--- src/rtl/puf_pkg.sv ---
// Shared defaults and FSM state encoding for the PUF evaluation controller.
package puf_pkg;

  localparam int CW_DEF     = 3;
  localparam int VOTES_DEF  = 5;
  localparam int SETTLE_DEF = 4;

  typedef enum logic [2:0] {
    ST_IDLE,
    ST_SETUP,
    ST_FIRE,
    ST_SAMPLE,
    ST_DONE
  } puf_state_t;

endpackage

--- src/rtl/puf_eval_ctrl_if.sv ---
// Host-side request/result bundle of the PUF evaluation controller.
interface puf_eval_ctrl_if import puf_pkg::*; #(
  parameter int CW = CW_DEF
) ();

  localparam int NCH = 1 << CW;

  logic           start;
  logic           sweep;
  logic [CW-1:0]  challenge_in;
  logic           busy;
  logic           resp_valid;
  logic           resp_bit;
  logic           resp_stable;
  logic           word_valid;
  logic [NCH-1:0] resp_word;
  logic [NCH-1:0] unstable_mask;

  modport master (
    output start, sweep, challenge_in,
    input  busy, resp_valid, resp_bit, resp_stable, word_valid, resp_word, unstable_mask
  );

  modport slave (
    input  start, sweep, challenge_in,
    output busy, resp_valid, resp_bit, resp_stable, word_valid, resp_word, unstable_mask
  );

endinterface

--- src/rtl/puf_eval_ctrl_sync_2ff.sv ---
// Two-flop synchronizer bringing the arbiter response into the clk domain.
module sync_2ff (
  input  logic clk,
  input  logic rst_n,
  input  logic d,
  output logic q
);

  logic r_meta;
  logic r_sync;

  always_ff @(posedge clk or negedge rst_n) begin
    if (!rst_n) begin
      r_meta <= 1'b0;
      r_sync <= 1'b0;
    end else begin
      r_meta <= d;
      r_sync <= r_meta;
    end
  end

  assign q = r_sync;

endmodule

--- src/rtl/puf_eval_ctrl.sv ---
// Arbiter-PUF evaluation controller: drives challenge/pulse, majority-votes
// the synchronized response, single-challenge or full-sweep mode.
module puf_eval_ctrl import puf_pkg::*; #(
  parameter int CW     = CW_DEF,
  parameter int VOTES  = VOTES_DEF,
  parameter int SETTLE = SETTLE_DEF
) (
  input  logic                clk,
  input  logic                rst_n,
  puf_eval_ctrl_if.slave      host,
  input  logic                puf_response,
  output logic                puf_pulse,
  output logic [CW-1:0]       puf_challenge
);

  localparam int NCH = 1 << CW;
  localparam int OW  = $clog2(VOTES + 1);
  localparam int VW  = (VOTES > 1) ? $clog2(VOTES) : 1;
  localparam int IW  = $clog2(SETTLE);

  puf_state_t     r_state;
  logic [IW-1:0]  r_interval;
  logic [VW-1:0]  r_vote;
  logic [OW-1:0]  r_ones;
  logic [CW-1:0]  r_chal;
  logic           r_sweep;
  logic           r_pulse;
  logic           r_busy;
  logic           r_resp_valid;
  logic           r_word_valid;
  logic           r_resp_bit;
  logic           r_resp_stable;
  logic [NCH-1:0] r_word;
  logic [NCH-1:0] r_mask;

  logic           w_resp_sync;
  logic [OW-1:0]  w_ones_next;
  logic           w_major;
  logic           w_unstable;
  logic           w_last_vote;
  logic           w_interval_end;

  sync_2ff u_sync (
    .clk   (clk),
    .rst_n (rst_n),
    .d     (puf_response),
    .q     (w_resp_sync)
  );

  // Tally includes the vote being sampled this cycle.
  assign w_ones_next    = r_ones + OW'(w_resp_sync);
  assign w_major        = (w_ones_next > OW'(VOTES / 2));
  assign w_unstable     = (w_ones_next != '0) && (w_ones_next != OW'(VOTES));
  assign w_last_vote    = (r_vote == VW'(VOTES - 1));
  assign w_interval_end = (r_interval == IW'(SETTLE - 1));

  always_ff @(posedge clk or negedge rst_n) begin
    if (!rst_n) begin
      r_state       <= ST_IDLE;
      r_interval    <= '0;
      r_vote        <= '0;
      r_ones        <= '0;
      r_chal        <= '0;
      r_sweep       <= 1'b0;
      r_pulse       <= 1'b0;
      r_busy        <= 1'b0;
      r_resp_valid  <= 1'b0;
      r_word_valid  <= 1'b0;
      r_resp_bit    <= 1'b0;
      r_resp_stable <= 1'b0;
      r_word        <= '0;
      r_mask        <= '0;
    end else begin
      r_resp_valid <= 1'b0;
      r_word_valid <= 1'b0;
      case (r_state)
        ST_IDLE: begin
          if (host.start) begin
            r_state    <= ST_SETUP;
            r_busy     <= 1'b1;
            r_sweep    <= host.sweep;
            r_chal     <= host.sweep ? '0 : host.challenge_in;
            r_interval <= '0;
            r_vote     <= '0;
            r_ones     <= '0;
            if (host.sweep) begin
              r_word <= '0;
              r_mask <= '0;
            end
          end
        end
        ST_SETUP: begin
          if (w_interval_end) begin
            r_interval <= '0;
            r_pulse    <= 1'b1;
            r_state    <= ST_FIRE;
          end else begin
            r_interval <= r_interval + IW'(1);
          end
        end
        ST_FIRE: begin
          if (w_interval_end) begin
            r_interval <= '0;
            r_pulse    <= 1'b0;
            r_state    <= ST_SAMPLE;
          end else begin
            r_interval <= r_interval + IW'(1);
          end
        end
        ST_SAMPLE: begin
          r_interval <= '0;
          if (!w_last_vote) begin
            r_vote  <= r_vote + VW'(1);
            r_ones  <= w_ones_next;
            r_state <= ST_SETUP;
          end else begin
            r_vote <= '0;
            r_ones <= '0;
            if (r_sweep) begin
              r_word[r_chal] <= w_major;
              r_mask[r_chal] <= w_unstable;
            end else begin
              r_resp_bit    <= w_major;
              r_resp_stable <= !w_unstable;
            end
            // Top challenge ends the sweep instead of wrapping to 0.
            if (r_sweep && (r_chal != '1)) begin
              r_chal  <= r_chal + CW'(1);
              r_state <= ST_SETUP;
            end else begin
              r_state <= ST_DONE;
              if (r_sweep) r_word_valid <= 1'b1;
              else         r_resp_valid <= 1'b1;
            end
          end
        end
        ST_DONE: begin
          r_state <= ST_IDLE;
          r_busy  <= 1'b0;
        end
        default: begin
          r_state <= ST_IDLE;
          r_busy  <= 1'b0;
          r_pulse <= 1'b0;
        end
      endcase
    end
  end

  assign puf_pulse          = r_pulse;
  assign puf_challenge      = r_chal;
  assign host.busy          = r_busy;
  assign host.resp_valid    = r_resp_valid;
  assign host.resp_bit      = r_resp_bit;
  assign host.resp_stable   = r_resp_stable;
  assign host.word_valid    = r_word_valid;
  assign host.resp_word     = r_word;
  assign host.unstable_mask = r_mask;

endmodule

--- src/flat_wrapper.sv ---
// flat-port wrapper written by rule: the top's interface ports become plain ports
module puf_eval_ctrl_flat import puf_pkg::*;
#(
  parameter int CW     = CW_DEF,
  parameter int VOTES  = VOTES_DEF,
  parameter int SETTLE = SETTLE_DEF
)
  (clk, rst_n, puf_response, puf_pulse, puf_challenge, host_start, host_sweep, host_challenge_in, host_busy, host_resp_valid, host_resp_bit, host_resp_stable, host_word_valid, host_resp_word, host_unstable_mask);
  puf_eval_ctrl_if #(.CW(CW)) host_i ();
  input  logic clk;
  input  logic rst_n;
  input  logic puf_response;
  output logic puf_pulse;
  output logic [CW-1:0] puf_challenge;
  input wire logic [$bits(host_i.start)-1:0] host_start;
  input wire logic [$bits(host_i.sweep)-1:0] host_sweep;
  input wire logic [$bits(host_i.challenge_in)-1:0] host_challenge_in;
  output wire logic [$bits(host_i.busy)-1:0] host_busy;
  output wire logic [$bits(host_i.resp_valid)-1:0] host_resp_valid;
  output wire logic [$bits(host_i.resp_bit)-1:0] host_resp_bit;
  output wire logic [$bits(host_i.resp_stable)-1:0] host_resp_stable;
  output wire logic [$bits(host_i.word_valid)-1:0] host_word_valid;
  output wire logic [$bits(host_i.resp_word)-1:0] host_resp_word;
  output wire logic [$bits(host_i.unstable_mask)-1:0] host_unstable_mask;
  assign host_i.start = host_start;
  assign host_i.sweep = host_sweep;
  assign host_i.challenge_in = host_challenge_in;
  assign host_busy = host_i.busy;
  assign host_resp_valid = host_i.resp_valid;
  assign host_resp_bit = host_i.resp_bit;
  assign host_resp_stable = host_i.resp_stable;
  assign host_word_valid = host_i.word_valid;
  assign host_resp_word = host_i.resp_word;
  assign host_unstable_mask = host_i.unstable_mask;
  puf_eval_ctrl #(.CW(CW), .VOTES(VOTES), .SETTLE(SETTLE)) u_core (.clk(clk), .rst_n(rst_n), .host(host_i), .puf_response(puf_response), .puf_pulse(puf_pulse), .puf_challenge(puf_challenge));
endmodule
--- config.mk ---
export PLATFORM = sky130hd
export DESIGN_NAME = puf_eval_ctrl_flat
export DESIGN_NICKNAME = d
export VERILOG_FILES = /design/src/rtl/puf_pkg.sv /design/src/rtl/puf_eval_ctrl_if.sv /design/src/rtl/puf_eval_ctrl_sync_2ff.sv /design/src/rtl/puf_eval_ctrl.sv /design/src/flat_wrapper.sv
export SDC_FILE = /design/constraint.sdc
export NUM_CORES = 1
export LEC_CHECK = 0
export CAP_MARGIN = 15
export CORE_MARGIN = 5
export CORE_UTILIZATION = 50
export CTS_CLUSTER_DIAMETER = 120
export CTS_CLUSTER_SIZE = 28
export DETAILED_ROUTE_END_ITERATION = 6
export PLACE_DENSITY = 0.75
export SLEW_MARGIN = 20
export SYNTH_ARGS = -nofsm -noshare
export SYNTH_HDL_FRONTEND = slang
export SYNTH_SLANG_ARGS = --single-unit
--- constraint.sdc ---
create_clock -name clk -period 2.5 [get_ports clk]
set_clock_uncertainty 0.05 [all_clocks]
set_input_delay 0.75 -clock clk [delete_from_list [all_inputs] [get_ports clk]]
set_output_delay 0.75 -clock clk [all_outputs]
set_load 0.005 [all_outputs]
=== Word-level counts from Yosys, hierarchy flattened ===
Cells that the tools add are included.

* Logic and storage cells: 105
* Output and inout bits: 25
* Bits in registers: 39
* Input port bits: 8

* $lt $le $gt $ge: 3
* Reduce and logical (&&, ||, !) cells: 20
* Equal/unequal tests: 15
* Bitwise logic cells: 3
* Multiplexer cells: 44
* Add/subtract/negate cells: 4

{| class="wikitable"
|+ Operator list
! kind !! count
|-
| $mux 8 || 6
|-
| $mux 3 || 12
|-
| $pmux 8 s2 || 2
|-
| $pmux 3 s2 || 3
|-
| $bwmux 8 || 2
|-
| $mux 1 || 12
|-
| $pmux 3 s4 || 1
|-
| $ne 2x1->1 const B || 5
|-
| $reduce_and 3->1 || 3
|-
| $reduce_and 2->1 || 4
|-
| $add 3x1->3 const B || 2
|-
| $eq 3x2->1 const B || 2
|-
| $eq 3x3->1 const B || 2
|-
| $ne 3x3->1 const B || 2
|-
| $pmux 2 s3 || 1
|-
| $reduce_bool 3->1 || 2
|-
| $reduce_or 3->1 || 2
|-
| $reduce_and 5->1 || 1
|-
| $lt 3x4->1 const B || 1
|-
| $mux 2 || 2
|-
| $ne 2x2->1 const B || 2
|-
| $reduce_and 4->1 || 1
|-
| $add 3x1->3 || 1
|-
| $demux 1 s3 || 1
|-
| 13 further kinds || 17
|}

=== Longest topological paths before layout ===
* Word-level depth: 8
* Gate-level depth with buffers: 6

=== Modules after synthesis ===
From an unflattened synthesis, not the netlist that was laid out.

* Cell total of the unflattened synthesis: 175
* Area, all modules: 1968.1 um2

{| class="wikitable"
|+ By module, submodules not included
! module !! instances !! area an instance (um2) !! cells an instance
|-
| puf_eval_ctrl || 1 || 1918.1 || 173
|-
| sync_2ff || 1 || 50.0 || 2
|}

=== Least setup slack after synthesis ===
Ideal clock, no wire load.

* Kind: reg2reg
* Start point: reg u_core.r_ones[0]
* End point: reg u_core.r_mask[0], in the netlist u_core.host.unstable_mask[0]
* Path buffers: 0
* Arrival time: 1762 ps
* Path slack: 622 ps
* Cell stages (with the launch flop): 7
* Clock period less this slack: 1878 ps
* Cell sequence: dfrtp_1 -> ha_1 -> ha_1 -> xnor2_1 -> mux2_2 -> nor3_4 -> a22o_1

* Longest elaborated chain between the ends: 7

{| class="wikitable"
|+ RTL lines
! item !! line !! RTL
|-
| start, declared || puf_eval_ctrl.sv:24 || <nowiki>logic [OW-1:0] r_ones;</nowiki>
|-
| start signal, assigned || puf_eval_ctrl.sv:114 || <nowiki>r_ones <= w_ones_next;</nowiki>
|-
| $add 3x1->3 (*) || puf_eval_ctrl.sv:51 || <nowiki>assign w_ones_next = r_ones + OW'(w_resp_sync);</nowiki>
|-
| $ne 3x3->1 / $reduce_bool 3->1 (equally long branches) || puf_eval_ctrl.sv:53 || <nowiki>assign w_unstable = (w_ones_next != '0) && (w_ones_next != OW'(VOTES));</nowiki>
|-
| $logic_and 1x1->1 (*) || puf_eval_ctrl.sv:53 ||
|-
| $bwmux 8 (*) || puf_eval_ctrl.sv:121 || <nowiki>r_mask[r_chal] <= w_unstable;</nowiki>
|-
| $mux 8 (*) || puf_eval_ctrl.sv:119 || <nowiki>if (r_sweep) begin</nowiki>
|-
| $mux 8 (*) || puf_eval_ctrl.sv:112 || <nowiki>if (!w_last_vote) begin</nowiki>
|-
| $pmux 8 s2 (*) || puf_eval_ctrl.sv:76 || <nowiki>case (r_state)</nowiki>
|-
| end signal, assigned by index || puf_eval_ctrl.sv:121 ||
|-
| end, declared || puf_eval_ctrl.sv:34 || <nowiki>logic [NCH-1:0] r_mask;</nowiki>
|}

Every way passes the cells marked *; elsewhere a longest branch is shown, timed or not. The select of a mux whose other input is x is not followed.
A chain may end at the register's enable or synchronous reset.

=== Final worst setup path ===
* Start point: in host_start
* End point: reg u_core.r_word[4], in the netlist u_core.host.resp_word[4]

* Longest elaborated chain between the ends: 2

{| class="wikitable"
|+ RTL lines
! item !! line !! RTL
|-
| start, declared || flat_wrapper.sv:15 || <nowiki>input wire logic [$bits(host_i.start)-1:0] host_start;</nowiki>
|-
| $ne 2x2->1 (no source line) || -- ||
|-
| $reduce_and 5->1 (no source line) || -- ||
|-
| end signal, assigned by index || puf_eval_ctrl.sv:120 || <nowiki>r_word[r_chal] <= w_major;</nowiki>
|-
| end, declared || puf_eval_ctrl.sv:33 || <nowiki>logic [NCH-1:0] r_word;</nowiki>
|}

Every way passes these cells.

==> run_results.csv <==
group,metric,value,unit
grt,grt_max_degree,40,
drt,via_count,1460,
cells_and_area,multiInputGateArea,907,um^2
sta,finalCritPeriodShare,0.898,
synthesis,yosysTopAreaCell,"dfrtp_1",
drt,drt-pass1-iter-count,4,
setup_path,critPathKind,"in -> reg",
status,status,"finished clean",
synthesis,ys_types,40,
drt,wl,4060,um
grt,grt_overflow,0,
sta,whs,301,ps
synthesis,syn_area,1950,um^2
setup_path,start_kind,"input port",
sta,period_minus_slack,2250,ps
pwr,pwr_density_cell,980,nW/um^2
synthesis,yosysTopAreaCellShare,0.502,
clock_network,ctsHtreeMaxLevel,2,
synthesis,syn_nets,190,
place,port_buffers,32,
synthesis,synth-seq-area-share,0.502,
cells_and_area,fillers,316,
floorplanning,ioPinCount,33,
pwr,leakage,1.06,nW
sta,fmax,445,MHz
setup_path,r2r_start,"u_core.r_ones[0]",
clock_network,cts_resized,0,
pwr,vdd_drop_max,621,uV
synthesis,synth_async_sr_flop_share,1.00,
setup_path,cp-end-kind,"register",
floorplanning,die_area,5240,um^2
grt,grt_pass1_wl,7290,um
setup_path,critical_path.max_fanout,8,
sta,hold_viol,0,
synthesis,yosys_warnings,0,
synthesis,synth-edff-count,0,
floorplanning,initial_core_util,0.524,
grt,grt_pass1_vias,1511,
clock_network,clk_latency,280,ps
floorplanning,die_x,72.4,um
drt,ant_nets,0,
clock_network,clock_sinks,39,
place,place.gp.congestion,0.761,
clock_network,postCtsHoldBufs,0,
setup_path,cp.arrival,2370,ps
worst_hold_path,min_path_type,"reg -> reg",
sta,slew_violations,0,
sta,fin_setup_tns,0,ps
drt,avgRoutedWirePerCell,15.6,um
drt,viasPerCell,5.59,
synthesis,netlist_instances,175,
place,hpwl,3000,um
floorplanning,rows,22,
cells_and_area,drive_gt1_frac,0.117,
synthesis,ys.flop_type,"dfrtp_1",
sta,worst_pin_slew,844,ps
worst_hold_path,min_from,"u_core.u_sync.r_meta",
cells_and_area,nets,227,
setup_path,r2r_cells,6,
drt,drt_iter0_markers,87,
setup_path,startpoint,"host_start",
grt,antenna_found_initial,0,
cells_and_area,area_growth,25.4,%
clock_network,cts-root-buf,"clkbuf_8",
clock_network,cts_tree,"built",
pwr,p_total,2.39,mW
synthesis,synth.avg_cell_area,11.1,um^2
clock_network,cts_setup_buffers,0,
grt,track_usage,0.176,
sta,relSlewSlack,0.438,
synthesis,synth_area_leaders,"dfrtp_1, a22o_1, ha_1, o21ai_0, nor2_1",
worst_hold_path,hold_depth,0,
flow_run,drv_cap,0,
floorplanning,fp.dieH,72.4,um
setup_path,required,2630,ps
clock_network,cts_buffers,5,
drt,drc,0,
sta,finalSetupViolCount,0,
sta,grt_setup_unrepaired,"false",
clock_network,cts.clk_slew.worst_paths,80,ps
clock_network,cts_buffer_depth,2,
synthesis,synth_seq_cells,39,
cells_and_area,diodes,0,
cells_and_area,regArea,976,um^2
floorplanning,core,3720,um^2
per-stage QoR:
| step | cell area, um^2 | setup WS, ps | instances | util |
|---|---|---|---|---|
| CTS | 2440 | 241 | 261 | 0.657 |
| global route | 2440 | 118 | 261 | 0.657 |
| floorplan | 1950 | 622 | 175 | - |
| global placement | 2320 | 22.4 | 253 | 0.625 |
| detailed placement | 2320 | -40.1 | 253 | 0.625 |
| finish | 2440 | 255 | 261 | 0.657 |
layer usage:
layer / GRT usage / wire length (um) / vias to the layer above
li1: - / - / 716
met1: 0.242 / 1910 / 710
met2: 0.280 / 1950 / 26
met3: 0.0332 / 145 / 8
met4: 0.0615 / 55 / 0
met5: 0 / 0 / -
cell families after synthesis:
group,after synthesis,share of synthesized area
buffers and inverters,14,0.0322
and+or+nand+nor,56,0.180
AOI/OAI and AO/OA,54,0.214
muxes,4,0.0225
adders and majority gates,7,0.0450
xor gates and xnor gates,1,0.00450
DFF,39,0.502
critical path, cell delays in order:
cell and delay, ps:
clkdlybuf4s50_1 580, nand4bb_4 140, a221oi_4 410, o21ai_0 210
a22o_1 270
layout by cell type, fill, tap and decap left out, types with 4 or more instances in the layout:
| master | netlist | routed |
|---|---|---|
| clkbuf_8 | 0 | 6 |
| ha_1 | 7 | 7 |
| a22o_1 | 19 | 19 |
| nor3_1 | 4 | 4 |
| nand2b_1 | 4 | 4 |
| o21ai_0 | 15 | 15 |
| buf_4 | 0 | 5 |
| clkdlybuf4s50_1 | 0 | 31 |
| nor2_1 | 14 | 14 |
| inv_1 | 7 | 7 |
| a21oi_1 | 6 | 6 |
| nand2_1 | 8 | 8 |
| nor3b_1 | 4 | 4 |
| dfrtp_1 | 39 | 39 |
| nor2b_1 | 5 | 5 |
report_power, final:
group | total, mW | switching (mW) | internal, mW
Clock | 0.536 | 0.213 | 0.323
Sequential | 0.912 | 0.154 | 0.758
Combinational | 0.943 | 0.493 | 0.450
final timing paths:
| path | endpoint | slack [ps] |
|---|---|---|
| max reg2reg | u_core.host.unstable_mask[7] | 370 |
| max in group asynchronous | u_core.puf_challenge[1] | 1350 |
| max | u_core.host.resp_word[4] | 250 |
| min in group asynchronous | u_core.r_ones[0] | 510 |
| min | u_core.u_sync.q | 300 |
| min reg2reg | u_core.u_sync.q | 300 |
cell usage after synthesis, types with 2 or more instances:
| cell | n |
|---|---|
| dfrtp_1 | 39 |
| a22o_1 | 19 |
| o21ai_0 | 15 |
| nor2_1 | 14 |
| nand2_1 | 8 |
| ha_1 | 7 |
| inv_1 | 7 |
| a21oi_1 | 6 |
| nor2b_1 | 5 |
| clkbuf_1 | 4 |
| nand2b_1 | 4 |
| nor3_1 | 4 |
| nor3b_1 | 4 |
| and2_1 | 3 |
| mux2_2 | 3 |
| nand3b_1 | 3 |
| buf_2 | 2 |
| nand3_1 | 2 |
| nor3_4 | 2 |
| o211ai_1 | 2 |
| o21a_1 | 2 |
| or3b_1 | 2 |
state kept, by name, indices dropped and copies added (netlist names), 2 cells and up:
signal                     flops
u_core.puf_challenge           3
u_core.host.unstable_mask      8
u_core.host.resp_word          8
u_core.r_interval              2
u_core.r_state                 3
u_core.r_vote                  3
u_core.r_ones                  3
cell type report:
class / count / share of cell area
clock inverters: 2 / 0.0144
repair buffers: 37 / 0.145
multi-input cells: 122 / 0.372
flip-flops and latches: 39 / 0.400
clock buffers: 6 / 0.0338
well taps: 48 / 0.0246
inverters: 7 / 0.0108
Power figures use the tool's default switching activity.
